==> src/rtl/imm_extend_pipe_pkg.sv <==
// Shared types for the pipelined immediate extender.
// The mode enum doubles as the set of mode constants used by the datapath.
package imm_ext_pkg;

    typedef enum logic [1:0] {
        MODE_SIGN   = 2'd0,
        MODE_ZERO   = 2'd1,
        MODE_UPPER  = 2'd2,
        MODE_BRANCH = 2'd3
    } mode_t;

endpackage

==> src/rtl/imm_extend_pipe_if.sv <==
// Handshake bundle between an immediate producer and the extender pipe.
// The slave side is the extender; the master side feeds and drains it.
interface imm_extend_pipe_if
    import imm_ext_pkg::*;
#(
    parameter int IN_W    = 16,
    parameter int OUT_W   = 32,
    parameter int TAG_W   = 5,
    parameter int COUNT_W = 16
) ();

    logic               in_valid;
    logic               in_ready;
    logic [IN_W-1:0]    in_data;
    mode_t              in_mode;
    logic [TAG_W-1:0]   in_tag;
    logic               out_valid;
    logic               out_ready;
    logic [OUT_W-1:0]   out_data;
    logic [TAG_W-1:0]   out_tag;
    logic [COUNT_W-1:0] xfer_count;

    modport slave (
        input  in_valid, in_data, in_mode, in_tag, out_ready,
        output in_ready, out_valid, out_data, out_tag, xfer_count
    );

    modport master (
        output in_valid, in_data, in_mode, in_tag, out_ready,
        input  in_ready, out_valid, out_data, out_tag, xfer_count
    );

endinterface

==> src/rtl/imm_extend_pipe_core.sv <==
// Purely combinational width/mode arithmetic for the immediate extender.
module imm_ext_core
    import imm_ext_pkg::*;
#(
    parameter int IN_W     = 16,
    parameter int OUT_W    = 32,
    parameter int BR_SHIFT = 2
) (
    input  logic [IN_W-1:0]  data_i,
    input  mode_t            mode_i,
    output logic [OUT_W-1:0] data_o
);

    localparam int PAD = OUT_W - IN_W;

    logic [OUT_W-1:0] sext;

    assign sext = {{PAD{data_i[IN_W-1]}}, data_i};

    // Branch offsets reuse the sign-extended value; bits shifted past OUT_W are dropped.
    always_comb begin
        data_o = sext;
        case (mode_i)
            MODE_SIGN:   data_o = sext;
            MODE_ZERO:   data_o = {{PAD{1'b0}}, data_i};
            MODE_UPPER:  data_o = {data_i, {PAD{1'b0}}};
            MODE_BRANCH: data_o = sext << BR_SHIFT;
            default:     data_o = sext;
        endcase
    end

endmodule

==> src/rtl/imm_extend_pipe.sv <==
// Registered immediate extender with a one-entry skid buffer and a transfer counter.
// in_ready depends only on skid occupancy, so no combinational path from out_ready.
module imm_extend_pipe
    import imm_ext_pkg::*;
#(
    parameter int IN_W     = 16,
    parameter int OUT_W    = 32,
    parameter int BR_SHIFT = 2,
    parameter int TAG_W    = 5,
    parameter int COUNT_W  = 16
) (
    input  logic                clk,
    input  logic                reset,
    imm_extend_pipe_if.slave    bus
);

    logic [OUT_W-1:0]   extData;

    logic               mainValid_q, mainValid_d;
    logic [OUT_W-1:0]   mainData_q,  mainData_d;
    logic [TAG_W-1:0]   mainTag_q,   mainTag_d;
    logic               skidValid_q, skidValid_d;
    logic [OUT_W-1:0]   skidData_q,  skidData_d;
    logic [TAG_W-1:0]   skidTag_q,   skidTag_d;
    logic [COUNT_W-1:0] count_q,     count_d;

    logic               acc;
    logic               drn;

    imm_ext_core #(
        .IN_W     (IN_W),
        .OUT_W    (OUT_W),
        .BR_SHIFT (BR_SHIFT)
    ) uCore (
        .data_i (bus.in_data),
        .mode_i (bus.in_mode),
        .data_o (extData)
    );

    assign acc = bus.in_valid & ~skidValid_q;
    assign drn = mainValid_q & bus.out_ready;

    // The skid entry only fills while main is stalled, and always refills main first on drain.
    always_comb begin
        mainValid_d = mainValid_q;
        mainData_d  = mainData_q;
        mainTag_d   = mainTag_q;
        skidValid_d = skidValid_q;
        skidData_d  = skidData_q;
        skidTag_d   = skidTag_q;
        if (!mainValid_q) begin
            if (acc) begin
                mainValid_d = 1'b1;
                mainData_d  = extData;
                mainTag_d   = bus.in_tag;
            end
        end else if (drn) begin
            if (skidValid_q) begin
                mainData_d  = skidData_q;
                mainTag_d   = skidTag_q;
                skidValid_d = 1'b0;
            end else if (acc) begin
                mainData_d  = extData;
                mainTag_d   = bus.in_tag;
            end else begin
                mainValid_d = 1'b0;
            end
        end else if (acc) begin
            skidValid_d = 1'b1;
            skidData_d  = extData;
            skidTag_d   = bus.in_tag;
        end
    end

    assign count_d = drn ? count_q + COUNT_W'(1) : count_q;

    always_ff @(posedge clk) begin
        if (reset) begin
            mainValid_q <= 1'b0;
            mainData_q  <= '0;
            mainTag_q   <= '0;
            skidValid_q <= 1'b0;
            skidData_q  <= '0;
            skidTag_q   <= '0;
            count_q     <= '0;
        end else begin
            mainValid_q <= mainValid_d;
            mainData_q  <= mainData_d;
            mainTag_q   <= mainTag_d;
            skidValid_q <= skidValid_d;
            skidData_q  <= skidData_d;
            skidTag_q   <= skidTag_d;
            count_q     <= count_d;
        end
    end

    assign bus.in_ready   = ~skidValid_q;
    assign bus.out_valid  = mainValid_q;
    assign bus.out_data   = mainData_q;
    assign bus.out_tag    = mainTag_q;
    assign bus.xfer_count = count_q;

endmodule

==> src/flat_wrapper.sv <==
// flat-port wrapper written by rule: the top's interface ports become plain ports
module imm_extend_pipe_flat import imm_ext_pkg::*;
#(
    parameter int IN_W     = 16,
    parameter int OUT_W    = 32,
    parameter int BR_SHIFT = 2,
    parameter int TAG_W    = 5,
    parameter int COUNT_W  = 16
)
  (clk, reset, bus_in_valid, bus_in_data, bus_in_mode, bus_in_tag, bus_out_ready, bus_in_ready, bus_out_valid, bus_out_data, bus_out_tag, bus_xfer_count);
  imm_extend_pipe_if #(.IN_W(IN_W), .OUT_W(OUT_W), .TAG_W(TAG_W), .COUNT_W(COUNT_W)) bus_i ();
  input  logic clk;
  input  logic reset;
  input wire logic [$bits(bus_i.in_valid)-1:0] bus_in_valid;
  input wire logic [$bits(bus_i.in_data)-1:0] bus_in_data;
  input wire logic [$bits(bus_i.in_mode)-1:0] bus_in_mode;
  input wire logic [$bits(bus_i.in_tag)-1:0] bus_in_tag;
  input wire logic [$bits(bus_i.out_ready)-1:0] bus_out_ready;
  output wire logic [$bits(bus_i.in_ready)-1:0] bus_in_ready;
  output wire logic [$bits(bus_i.out_valid)-1:0] bus_out_valid;
  output wire logic [$bits(bus_i.out_data)-1:0] bus_out_data;
  output wire logic [$bits(bus_i.out_tag)-1:0] bus_out_tag;
  output wire logic [$bits(bus_i.xfer_count)-1:0] bus_xfer_count;
  assign bus_i.in_valid = bus_in_valid;
  assign bus_i.in_data = bus_in_data;
  assign bus_i.in_mode = bus_in_mode;
  assign bus_i.in_tag = bus_in_tag;
  assign bus_i.out_ready = bus_out_ready;
  assign bus_in_ready = bus_i.in_ready;
  assign bus_out_valid = bus_i.out_valid;
  assign bus_out_data = bus_i.out_data;
  assign bus_out_tag = bus_i.out_tag;
  assign bus_xfer_count = bus_i.xfer_count;
  imm_extend_pipe #(.IN_W(IN_W), .OUT_W(OUT_W), .BR_SHIFT(BR_SHIFT), .TAG_W(TAG_W), .COUNT_W(COUNT_W)) u_core (.clk(clk), .reset(reset), .bus(bus_i));
endmodule
==> config.mk <==
export PLATFORM = sky130hd
export DESIGN_NAME = imm_extend_pipe_flat
export DESIGN_NICKNAME = d
export VERILOG_FILES = /design/src/rtl/imm_extend_pipe_pkg.sv /design/src/rtl/imm_extend_pipe_if.sv /design/src/rtl/imm_extend_pipe_core.sv /design/src/rtl/imm_extend_pipe.sv /design/src/flat_wrapper.sv
export SDC_FILE = /design/constraint.sdc
export NUM_CORES = 1
export LEC_CHECK = 0
export ABC_AREA = 0
export CAP_MARGIN = 20
export CORE_MARGIN = 2
export CORE_UTILIZATION = 40
export CTS_BUF_LIST = sky130_fd_sc_hd__clkbuf_4 sky130_fd_sc_hd__clkbuf_8 sky130_fd_sc_hd__clkbuf_16
export CTS_CLUSTER_DIAMETER = 40
export DETAILED_ROUTE_END_ITERATION = 10
export PLACE_DENSITY = 0.68
export SLEW_MARGIN = 0
export SYNTH_ARGS = -nofsm -noshare
export SYNTH_HDL_FRONTEND = slang
export SYNTH_SLANG_ARGS = --single-unit
==> constraint.sdc <==
create_clock -name clk -period 2.5 [get_ports clk]
set_input_delay 0.25 -clock clk [delete_from_list [all_inputs] [get_ports clk]]
set_output_delay 0.25 -clock clk [all_outputs]
set_load 0.02 [all_outputs]
==> metrics.md, run 1 <==
| Metric | Value |
|---|---|
| Status | complete, no violations |
| Skew final | 0.00960 ns |
| DRT antenna net count | 0 |
| Starting Density | about two fifths |
| Crit Path Category | reg2reg |
| Crit path required time | around 2.8 ns |
| Critical path peak fanout | 10 |
| Die H | ~100 um |
| Max-slew violations | 0 |
| Post-Synthesis Cell Area | 3940 um2 |
| Post-CTS setup buffer count | 0 |
| Setup WS pre-CTS | about 0.37 ns |
| Yosys warnings | 0 |
| Final setup vio count | 0 |
| Post-DP HPWL | around 7000 um |
| Worst setup margin | just under 0.6 ns |
| Total negative setup slack | 0 ns |
| Hold Path Depth | 2 |
| GRT Util Overall | 19.4% |
| Clk pin slew, worst setup/hold paths | ~0.09 ns |
| Hold Crit Endpoint | u_core.bus.xfer_count[10] |
| Initial antenna violation count | 0 |
| Final nets | 565 |
| CP arrival | around 2.2 ns |
| Most frequent cells in the layout | dfxtp_1, nor2_1, clkdlybuf4s50_1, nand2_1, a211oi_1 |
| Antenna cells | 0 |
| Routed WL | just over 10,000 um |
| Crit share post-route | roughly 77% |
| Drt pass-1 iters | 4 |
| Crit path capture type | flop |
| # IOs | 82 |
| Row cnt | 36 |
| Htree depth | 3 |
| Synth-to-Final Area Change | 28.0% |
| Worst reg2reg path depth | 4 |
| Syn Nets | between 400 and 500 |
| Fin crit period | approximately 1.9 ns |
| Per-cell routed wire length | 15.0 um |
| Min-Delay Path Class | in2reg |
| Startpoint Class | flop |
| Max Cap Viol | 0 |
| Syn_area_per_cell | between 8 and 9 um2 |
| Final Hold Fails | 0 |
| Detailed Route Iter0 Violations | 168 |
| Pwr dens | between 600 and 700 nW/um2 |
| DRC Markers | 0 |
| Clk sinks | roughly 90 |
| Yosys cell types | between 40 and 50 |
| Vias post-DR | 3,646 |
| Syn Inst Count | around 470 |
| Num CTS Buffers | 9 |
| Fillers | just over 900 |
| CTS tree | built |
| DP Cell Count | 659 |
| CTS Hold Bufs | 0 |
| Total grt overflow | 0 |
| Largest net degree at the start of global routing | between 60 and 70 |
| Cts repair resizes | 0 |
| Static Leak | 1.77 nW |
| Share of the yosys chip area belonging to registers | a little under half |
| Worst reg2reg path endpoint | u_core.bus.xfer_count[13] |
| WHS | between 0.3 and 0.4 ns |
| First-pass GRT wire length | 16,300 um |
| Worst R2R Start | u_core.bus.out_valid |
| Vias in the first global route | roughly 3,500 |
| DIE AREA | between 10,000 and 15,000 um2 |
| Yosys reg bits | 92 |
| Fmax | roughly 0.52 GHz |
| Slew Limit Headroom | roughly 52% |
| Post-route insts no fill | 675 |
| Reg-to-reg setup timing slack | slightly below 0.6 ns |
| Core footprint | around 9700 um2 |
| Worst Hold Launch | reset |
| Die width | ~100 um |
| Final Power | slightly above 3 mW |
| Layout cells sized above 1 | under 10% |
| Critical Path Start | u_core.bus.out_valid |
| Clk_lat worst skew | 0.36 ns |
| Root Driver | clkbuf_8 |
| Worst VDD drop | 312 uV |
| Worst-margin pin slew | between 0.7 and 0.8 ns |
| DR vias/cell | roughly 5.4 |
| Max Root-Sink Buffers | 2 |
| IO buf count | 81 |
| RSZ-0062 raised after global routing | no |
| RePlAce Congestion | about 0.8 |
| Most common cell after layout, fill and taps aside | dfxtp_1 |
registers in the layout, indices dropped and copies added, names as in the netlist:
| register | count |
|---|---|
| u_core.bus.out_data | 32 |
| u_core.skidData_q | 32 |
| u_core.bus.xfer_count | 16 |
| u_core.bus.out_tag | 5 |
| u_core.skidTag_q | 5 |
| u_core.bus.out_valid | 1 |
| u_core.skidValid_q | 1 |
cell families (layout without fill, tap and decap cells):
kind of cell	after synthesis	after routing	synth area share, %
AO/OA/AOI/OAI	132	132	24.0
XOR/XNOR	9	9	2.00
adder cells (fa/ha/maj)	1	1	0.317
buffers and inverters	45	116	5.17
flip-flops	92	92	46.7
multiplexers	5	5	1.30
AND/OR/NAND/NOR	187	187	20.5
area by class of cell:
cell class / instances / area [um2] / area share, %
Clock inverter: 5 / 36.3 / 0.719
Tap cell: 133 / 166 / 3.30
Timing Repair Buffer: 93 / 921 / 18.2
Clock buffer: 11 / 151 / 3.00
Inverter: 7 / 26.3 / 0.521
Multi-Input combinational cell: 334 / 1900 / 37.7
Sequential cell: 92 / 1840 / 36.5
worst max-delay path, cell delays in order (launching register included):
cell and delay, ns:
dfxtp_1 0.54, nand4_2 0.20, nor4_1 0.67, a21oi_1 0.17, a31o_2 0.25
how the worst max path moves through the flow:
stage | end | slack [ns] | depth (start not counted)
finish | u_core.bus.xfer_count[13] | 0.58 | 4
global route | u_core.bus.xfer_count[13] | 0.44 | 4
CTS | u_core.bus.xfer_count[13] | 0.59 | 4
detailed placement | u_core.bus.xfer_count[11] | 0.37 | 5
global placement | u_core.bus.xfer_count[15] | 0.43 | 5
floorplan | u_core.bus.xfer_count[15] | 0.69 | 5
Yosys cell counts:
library cell,count,area (um2)
a31o_2,15,131
buf_4,1,7.51
a21oi_2,1,8.76
ha_1,1,12.5
buf_6,2,22.5
a21o_1,1,7.51
and2_1,2,12.5
a311oi_1,14,123
nand3b_1,3,22.5
buf_1,2,7.51
inv_1,7,26.3
nor3_1,10,50.1
nand3_1,7,35.0
nand4_2,2,25.0
a22o_1,13,114
or3_1,3,18.8
a2111oi_0,1,8.76
o2bb2ai_1,1,8.76
mux2_2,1,11.3
and3_1,1,6.26
buf_2,9,45.0
nor2b_1,6,37.5
dfxtp_1,92,1840
nor4_1,3,18.8
a211oi_1,32,240
or4_4,1,11.3
nor2_1,84,315
xor2_1,2,17.5
a21oi_1,26,130
o22ai_1,18,113
nand4_1,1,6.26
o221a_2,1,11.3
mux2i_1,4,40.0
dlygate4sd1_1,1,8.76
nand2_1,61,229
clkbuf_1,23,86.3
a31oi_1,2,12.5
xnor2_1,7,61.3
a22oi_1,1,7.51
o21ai_0,6,30.0
nand2b_1,3,18.8
power breakdown:
| part | switching [mW] | leakage [nW] | internal (mW) |
|---|---|---|---|
| Sequential | 0.0478 | 0.752 | 1.55 |
| Combinational | 0.316 | 0.930 | 0.266 |
| Clock | 0.519 | 0.0876 | 0.416 |
metrics by stage:
step / utilization, % / area (um2)
finish: 52.1 / 5050
floorplan: - / 3940
detailed placement: 50.2 / 4860
global route: 52.1 / 5050
global placement: 50.2 / 4860
CTS: 52.1 / 5050
routing by layer:
layer / track usage [%] / wire (um)
met5: 0 / 0
met3: 4.03 / 451
met4: 6.78 / 121
met1: 24.3 / 4510
met2: 33.2 / 5050
Power figures use the tool's default switching activity.
==> run 2, diff against run 1 <==
Clock period 2.5 ns to 1.9 ns, I/O delays scaled along.
==> run 2 against run 1 <==
  * Critical path depth unchanged
  * Critical endpoint is now u_core.bus.xfer_count[15]
  * Clock power increased by 57%
  * Power grew 40%
  * Maximum frequency up 6.3%
  * Die area is the same
  * Combinational power rose by 38%
  * Sequential power up 31%
==> metrics.md, run 2 (synthesized netlist as in run 1, its figures left out) <==
| Metric | Value |
|---|---|
| WHS | 0.205 ns (was 0.359 ns) |
| DR vias/cell | 5.31 (was 5.40) |
| Root Driver | clkbuf_8 (unchanged) |
| Vias in the first global route | 3,378 (was 3,526) |
| Fillers | 904 (was 925) |
| Htree depth | 3 (unchanged) |
| Static Leak | 1.89 nW (was 1.77 nW) |
| Routed WL | 10,100 um (about the same) |
| Core footprint | 9680 um2 (unchanged) |
| CTS tree | built (unchanged) |
| Clk pin slew, worst setup/hold paths | 0.09 ns (about the same) |
| Die H | 103 um (unchanged) |
| Crit Path Category | reg2reg (unchanged) |
| CP arrival | 2.09 ns (was 2.17 ns) |
| Crit share post-route | 94.9% (was 76.7%) |
| Crit path capture type | flop (unchanged) |
| DIE AREA | 10,700 um2 (unchanged) |
| Pwr dens | 830 nW/um2 (was 616 nW/um2) |
| Drt pass-1 iters | 5 (was 4) |
| Startpoint Class | flop (unchanged) |
| Fin crit period | 1.80 ns (was 1.92 ns) |
| Largest net degree at the start of global routing | 67 (was 65) |
| Slew Limit Headroom | 70.2% (was 52.4%) |
| Sequential cell area | 1840 um2 (unchanged) |
| Clk sinks | 92 (unchanged) |
| DRT antenna net count | 0 (unchanged) |
| Total grt overflow | 0 (unchanged) |
| Cts repair resizes | 0 (unchanged) |
| RePlAce Congestion | 0.786 (was 0.822) |
| Placed cell areas | 5040 um2 (was 4860 um2) |
| Clock power share | 33.6% (was 30.1%) |
| Setup WS pre-CTS | -0.0733 ns (was 0.366 ns) |
| Max Root-Sink Buffers | 2 (unchanged) |
| Final setup vio count | 0 (unchanged) |
| Worst reg2reg path depth | 4 (unchanged) |
| Max-slew violations | 0 (unchanged) |
| Skew final | 0.00830 ns (was 0.00960 ns) |
| Multi-input logic area | 1900 um2 (unchanged) |
| Switching power share of the total | 26.9% (was 28.4%) |
| Fmax | 0.554 GHz (was 0.522 GHz) |
| Die width | 103 um (unchanged) |
| Switching pwr | 1.18 mW (was 884 uW) |
| Max Cap Viol | 0 (unchanged) |
| Crit path required time | 2.19 ns (was 2.76 ns) |
| Num CTS Buffers | 9 (unchanged) |
| Clk_lat worst skew | 0.36 ns (about the same) |
| Starting Density | 40.7% (unchanged) |
| Layout cells sized above 1 | 12.2% (was 9.41%) |
| DRC Markers | 0 (unchanged) |
| Sequential fraction of design power | 47.9% (was 51.2%) |
| Final Hold Fails | 0 (unchanged) |
| RSZ-0062 raised after global routing | no (unchanged) |
| Final nets | 582 (was 565) |
| Internal cell power | 3.19 mW (was 2.23 mW) |
| Final Core Density | 54.3% (was 52.1%) |
| First-pass GRT wire length | 16,300 um (about the same) |
| GRT Util Overall | 19.5% (was 19.4%) |
| CTS Hold Bufs | 0 (unchanged) |
| Detailed Route Iter0 Violations | 260 (was 168) |
| Worst VDD drop | 407 uV (was 312 uV) |
| Post-DP HPWL | 6980 um (was 6960 um) |
| # IOs | 82 (unchanged) |
| Min-Delay Path Class | in2reg (unchanged) |
| Per-cell routed wire length | 14.6 um (was 15.0 um) |
| Post-CTS setup buffer count | 0 (unchanged) |
| Most common cell after layout, fill and taps aside | dfxtp_1 (unchanged) |
| Vias post-DR | 3,674 (was 3,646) |
| Critical path peak fanout | 7 (was 10) |
| Antenna cells | 0 (unchanged) |
| IO buf count | 81 (unchanged) |
| Row cnt | 36 (unchanged) |
| Initial antenna violation count | 0 (unchanged) |
| Most frequent cells in the layout | dfxtp_1, nor2_1, clkdlybuf4s50_1, nand2_1, a211oi_1 (unchanged) |
| Logic pwr share | 18.5% (was 18.7%) |
| Synth-to-Final Area Change | 33.5% (was 28.0%) |
| Worst setup margin | 0.0965 ns (was 0.583 ns) |
| Hold Path Depth | 3 (was 2) |
| Worst-margin pin slew | 0.447 ns (was 0.708 ns) |
| Final Instance Area | 5260 um2 (was 5050 um2) |
| Final Power | 4.36 mW (was 3.11 mW) |
| Status | complete, no violations (unchanged) |
-- run 2: cell count changes in the layout (fill, tap and decap cells not counted), sizes merged --
cell	delta
clkinvlp	-2
clkbuf	-1
buf	+17
inv	+1
bufinv	+2
-- run 2: per-stage QoR --
stage / cells / setup TNS [ns]
finish: 692 / 0
floorplan: 471 / 0
detailed placement: 676 / -0.0742
global placement: 676 / -0.00750
CTS: 692 / 0
global route: 692 / 0
-- run 2: cell type report --
cell class,count,area share (%)
multi-input cells,334,36.2
flip-flops and latches,92,35.0
repair buffers,110,20.9
well taps,133,3.16
clock buffers,10,2.62
clock inverters,6,1.64
inverters,7,0.500
-- run 2: worst max-delay path, stage by stage, from the launching register on --
cell and delay, ns:
dfxtp_1 0.45, nand4_2 0.19, or4_4 0.59, or3_1 0.36, a21oi_1 0.15
-- run 2: routing by layer --
layer	routed length, um	global-route usage, %	part of all wire [%]
met1	4700	26.0	46
met2	4810	31.8	47
met3	524	3.97	5.2
met4	97	6.48	0.96
met5	0	0	0
-- run 2: power by group through the flow --
| stage | sequential (mW) | clock [mW] | combinational [mW] |
|---|---|---|---|
| detailed placement | 2.14 | 0 | 0.808 |
| floorplan | 2.23 | 0 | 0.349 |
| global route | 2.10 | 1.58 | 0.880 |
| global placement | 2.13 | 0 | 0.798 |
| CTS | 2.09 | 1.50 | 0.812 |
| finish | 2.09 | 1.47 | 0.806 |
-- run 2: path summary, 6_finish.rpt --
kind	from	endpoint	slack, ns
worst max-delay path	u_core.bus.xfer_count[4]	u_core.bus.xfer_count[15]	0.1
worst min-delay path	reset	u_core.bus.xfer_count[12]	0.21
worst max register to register	u_core.bus.xfer_count[4]	u_core.bus.xfer_count[15]	0.1
worst min register to register	u_core.skidTag_q[4]	u_core.skidTag_q[4]	0.46
==> run 3, diff against run 2 <==
Settings changed: PLACE_DENSITY 0.68 to 0.64.
==> run 3 against run 2 <==
  * Register-to-register slack improved by 0.03 ns
  * Worst hold slack got worse by 0.091 ns
  * Non-clock buffer count decreased by 1
==> metrics.md, run 3 (synthesized netlist as in run 1, its figures left out) <==
| Metric | Value |
|---|---|
| Hold Path Depth | 2 (was 3) |
| Startpoint Class | flop (unchanged) |
| Crit path capture type | flop (unchanged) |
| CTS tree | built (unchanged) |
| Largest net degree at the start of global routing | 47 (was 67) |
| Worst VDD drop | 463 uV (was 407 uV) |
| Worst R2R Start | u_core.bus.xfer_count[7] (was u_core.bus.xfer_count[4]) |
| Critical path peak fanout | 5 (was 7) |
| Initial antenna violation count | 0 (unchanged) |
| CP top delay family | simple AND/OR/NAND/NOR gates (unchanged) |
| Clk sinks | 92 (unchanged) |
| Fmax | 0.563 GHz (was 0.554 GHz) |
| Max-slew violations | 0 (unchanged) |
| Fin crit period | 1.78 ns (was 1.80 ns) |
| Max Cap Viol | 0 (unchanged) |
| Die width | 103 um (unchanged) |
| Per-cell routed wire length | 15.1 um (was 14.6 um) |
| Most frequent cells in the layout | dfxtp_1, nor2_1, clkdlybuf4s50_1, nand2_1, a211oi_1 (unchanged) |
| Switching pwr | 1.18 mW (about the same) |
| Starting Density | 40.7% (unchanged) |
| Num CTS Buffers | 9 (unchanged) |
| Antenna cells | 0 (unchanged) |
| Setup WS pre-CTS | -0.0869 ns (was -0.0733 ns) |
| Worst setup margin | 0.123 ns (was 0.0965 ns) |
| Core footprint | 9680 um2 (unchanged) |
| Most common cell after layout, fill and taps aside | dfxtp_1 (unchanged) |
| DRT antenna net count | 0 (unchanged) |
| Pwr dens | 842 nW/um2 (was 830 nW/um2) |
| Critical Path Start | u_core.bus.xfer_count[7] (was u_core.bus.xfer_count[4]) |
| Status | complete, no violations (unchanged) |
| Fillers | 938 (was 904) |
| Row cnt | 36 (unchanged) |
| Clk pin slew, worst setup/hold paths | 0.09 ns (about the same) |
| RSZ-0062 raised after global routing | no (unchanged) |
| Slew Limit Headroom | 71.7% (was 70.2%) |
| First-pass GRT wire length | 17,200 um (was 16,300 um) |
| Worst reg2reg path depth | 4 (unchanged) |
| CP arrival | 2.06 ns (was 2.09 ns) |
| Static Leak | 1.89 nW (about the same) |
| GRT Util Overall | 20.3% (was 19.5%) |
| DIE AREA | 10,700 um2 (unchanged) |
| # IOs | 82 (unchanged) |
| Die H | 103 um (unchanged) |
| Crit Path Category | reg2reg (unchanged) |
| Switching power share of the total | 26.8% (was 26.9%) |
| Hold Crit Endpoint | u_core.bus.xfer_count[10] (was u_core.bus.xfer_count[12]) |
| Vias post-DR | 3,670 (was 3,674) |
| Crit-path cells | nand4_2 > or4_4 > or3_1 > a21oi_1 (unchanged) |
| Skew final | 0.0110 ns (was 0.00830 ns) |
| WHS | 0.114 ns (was 0.205 ns) |
| Drt pass-1 iters | 4 (was 5) |
| Sequential fraction of design power | 47.5% (was 47.9%) |
| Slowest stage delay, CP | 0.59 ns (about the same) |
| Critical-path top delay cell | or4_4 (unchanged) |
| Worst Hold Launch | reset (unchanged) |
| DP Cell Count | 675 (was 676) |
| Post-route insts no fill | 691 (was 692) |
| Clock power share | 34.4% (was 33.6%) |
| Crit path required time | 2.18 ns (was 2.19 ns) |
| Post-DP HPWL | 7230 um (was 6980 um) |
| Root Driver | clkbuf_8 (unchanged) |
| IO buf count | 81 (unchanged) |
| Final setup vio count | 0 (unchanged) |
| Total grt overflow | 0 (unchanged) |
| Min-Delay Path Class | in2reg (unchanged) |
| Clk_lat worst skew | 0.36 ns (about the same) |
| Vias in the first global route | 3,569 (was 3,378) |
| Crit share post-route | 93.5% (was 94.9%) |
| Reg-to-reg setup timing slack | 0.12 ns (was 0.1 ns) |
| Worst reg2reg path endpoint | u_core.bus.xfer_count[15] (unchanged) |
| Logic pwr share | 18.1% (was 18.5%) |
| Layout cells sized above 1 | 12.2% (about the same) |
| Detailed Route Iter0 Violations | 190 (was 260) |
| DR vias/cell | 5.31 (about the same) |
| Final Hold Fails | 0 (unchanged) |
| Worst-margin pin slew | 0.424 ns (was 0.447 ns) |
| RePlAce Congestion | 0.815 (was 0.786) |
| Final nets | 581 (was 582) |
| Crit path buf inv count | 0 (unchanged) |
| Max Root-Sink Buffers | 2 (unchanged) |
| Htree depth | 3 (unchanged) |
| Synth-to-Final Area Change | 32.6% (was 33.5%) |
| Internal cell power | 3.22 mW (was 3.19 mW) |
| DRC Markers | 0 (unchanged) |
| Routed WL | 10,400 um (was 10,100 um) |
| CTS Hold Bufs | 0 (unchanged) |
## run 3: cell count changes in the layout (fill, tap and decap cells not counted), sizes merged
cell	before	now
clkinvlp	1	0
buf	30	29
clkbuf	10	11
## run 3: power groups by stage
stage          clock network [mW]  logic (mW)  registers, mW
6_report                     1.51       0.795           2.09
5_1_grt                      1.62       0.869           2.10
4_1_cts                      1.54       0.800           2.09
3_5_place_dp                    0       0.796           2.14
3_3_place_gp                    0       0.787           2.13
2_1_floorplan                   0       0.349           2.23
## run 3: routing by layer
| layer | wire length (um) | vias to the layer above | track usage (%) |
|---|---|---|---|
| li1 | - | 1840 | - |
| met1 | 4670 | 1720 | 25.9 |
| met2 | 5140 | 97 | 34.9 |
| met3 | 436 | 13 | 2.76 |
| met4 | 182 | 0 | 7.59 |
| met5 | 0 | - | 0 |
## run 3: timing repair
| action | CTS | global route |
|---|---|---|
| resized for setup | 0 | 1 |
| endpoints found under the setup margin | 0 | 1 |
| setup buffers | 0 | 0 |
## run 3: metrics by stage
step / power, mW / cell area (um2) / TNS, ns / utilization (%)
6_report: 4.40 / 5230 / 0 / 54.0
5_1_grt: 4.60 / 5230 / 0 / 54.0
4_1_cts: 4.44 / 5230 / 0 / 54.0
3_5_place_dp: 2.93 / 4990 / -0.109 / 51.5
3_3_place_gp: 2.92 / 4990 / -0.00449 / 51.5
2_1_floorplan: 2.58 / 3940 / 0 / -
## run 3: worst max-delay path by stage
stage	endpoint	slack, ns	cells past startpoint
after floorplan	u_core.bus.xfer_count[15]	0.09	5
after global placement	u_core.bus.xfer_count[15]	-0.004	5
after detailed placement	u_core.bus.xfer_count[15]	-0.09	5
after CTS	u_core.bus.xfer_count[15]	0.06	4
after global routing	u_core.bus.xfer_count[15]	0.004	4
final	u_core.bus.xfer_count[15]	0.12	4
## run 3: layout make-up
class                      count  area (um2)  share of cell area (%)
tap                          133         166                    3.18
multi-input combinational    334        1900                    36.4
clock inverter                 5        82.6                    1.58
inverter                       7        26.3                   0.503
timing repair buffer         109        1050                    20.2
clock buffer                  11         151                    2.90
sequential                    92        1840                    35.3
## run 3: worst reg2reg max path, stage by stage, from the launching register on
cell and delay (ns):
dfxtp_1 0.40, nand4_2 0.19, or4_4 0.59, or3_1 0.37
a21oi_1 0.16
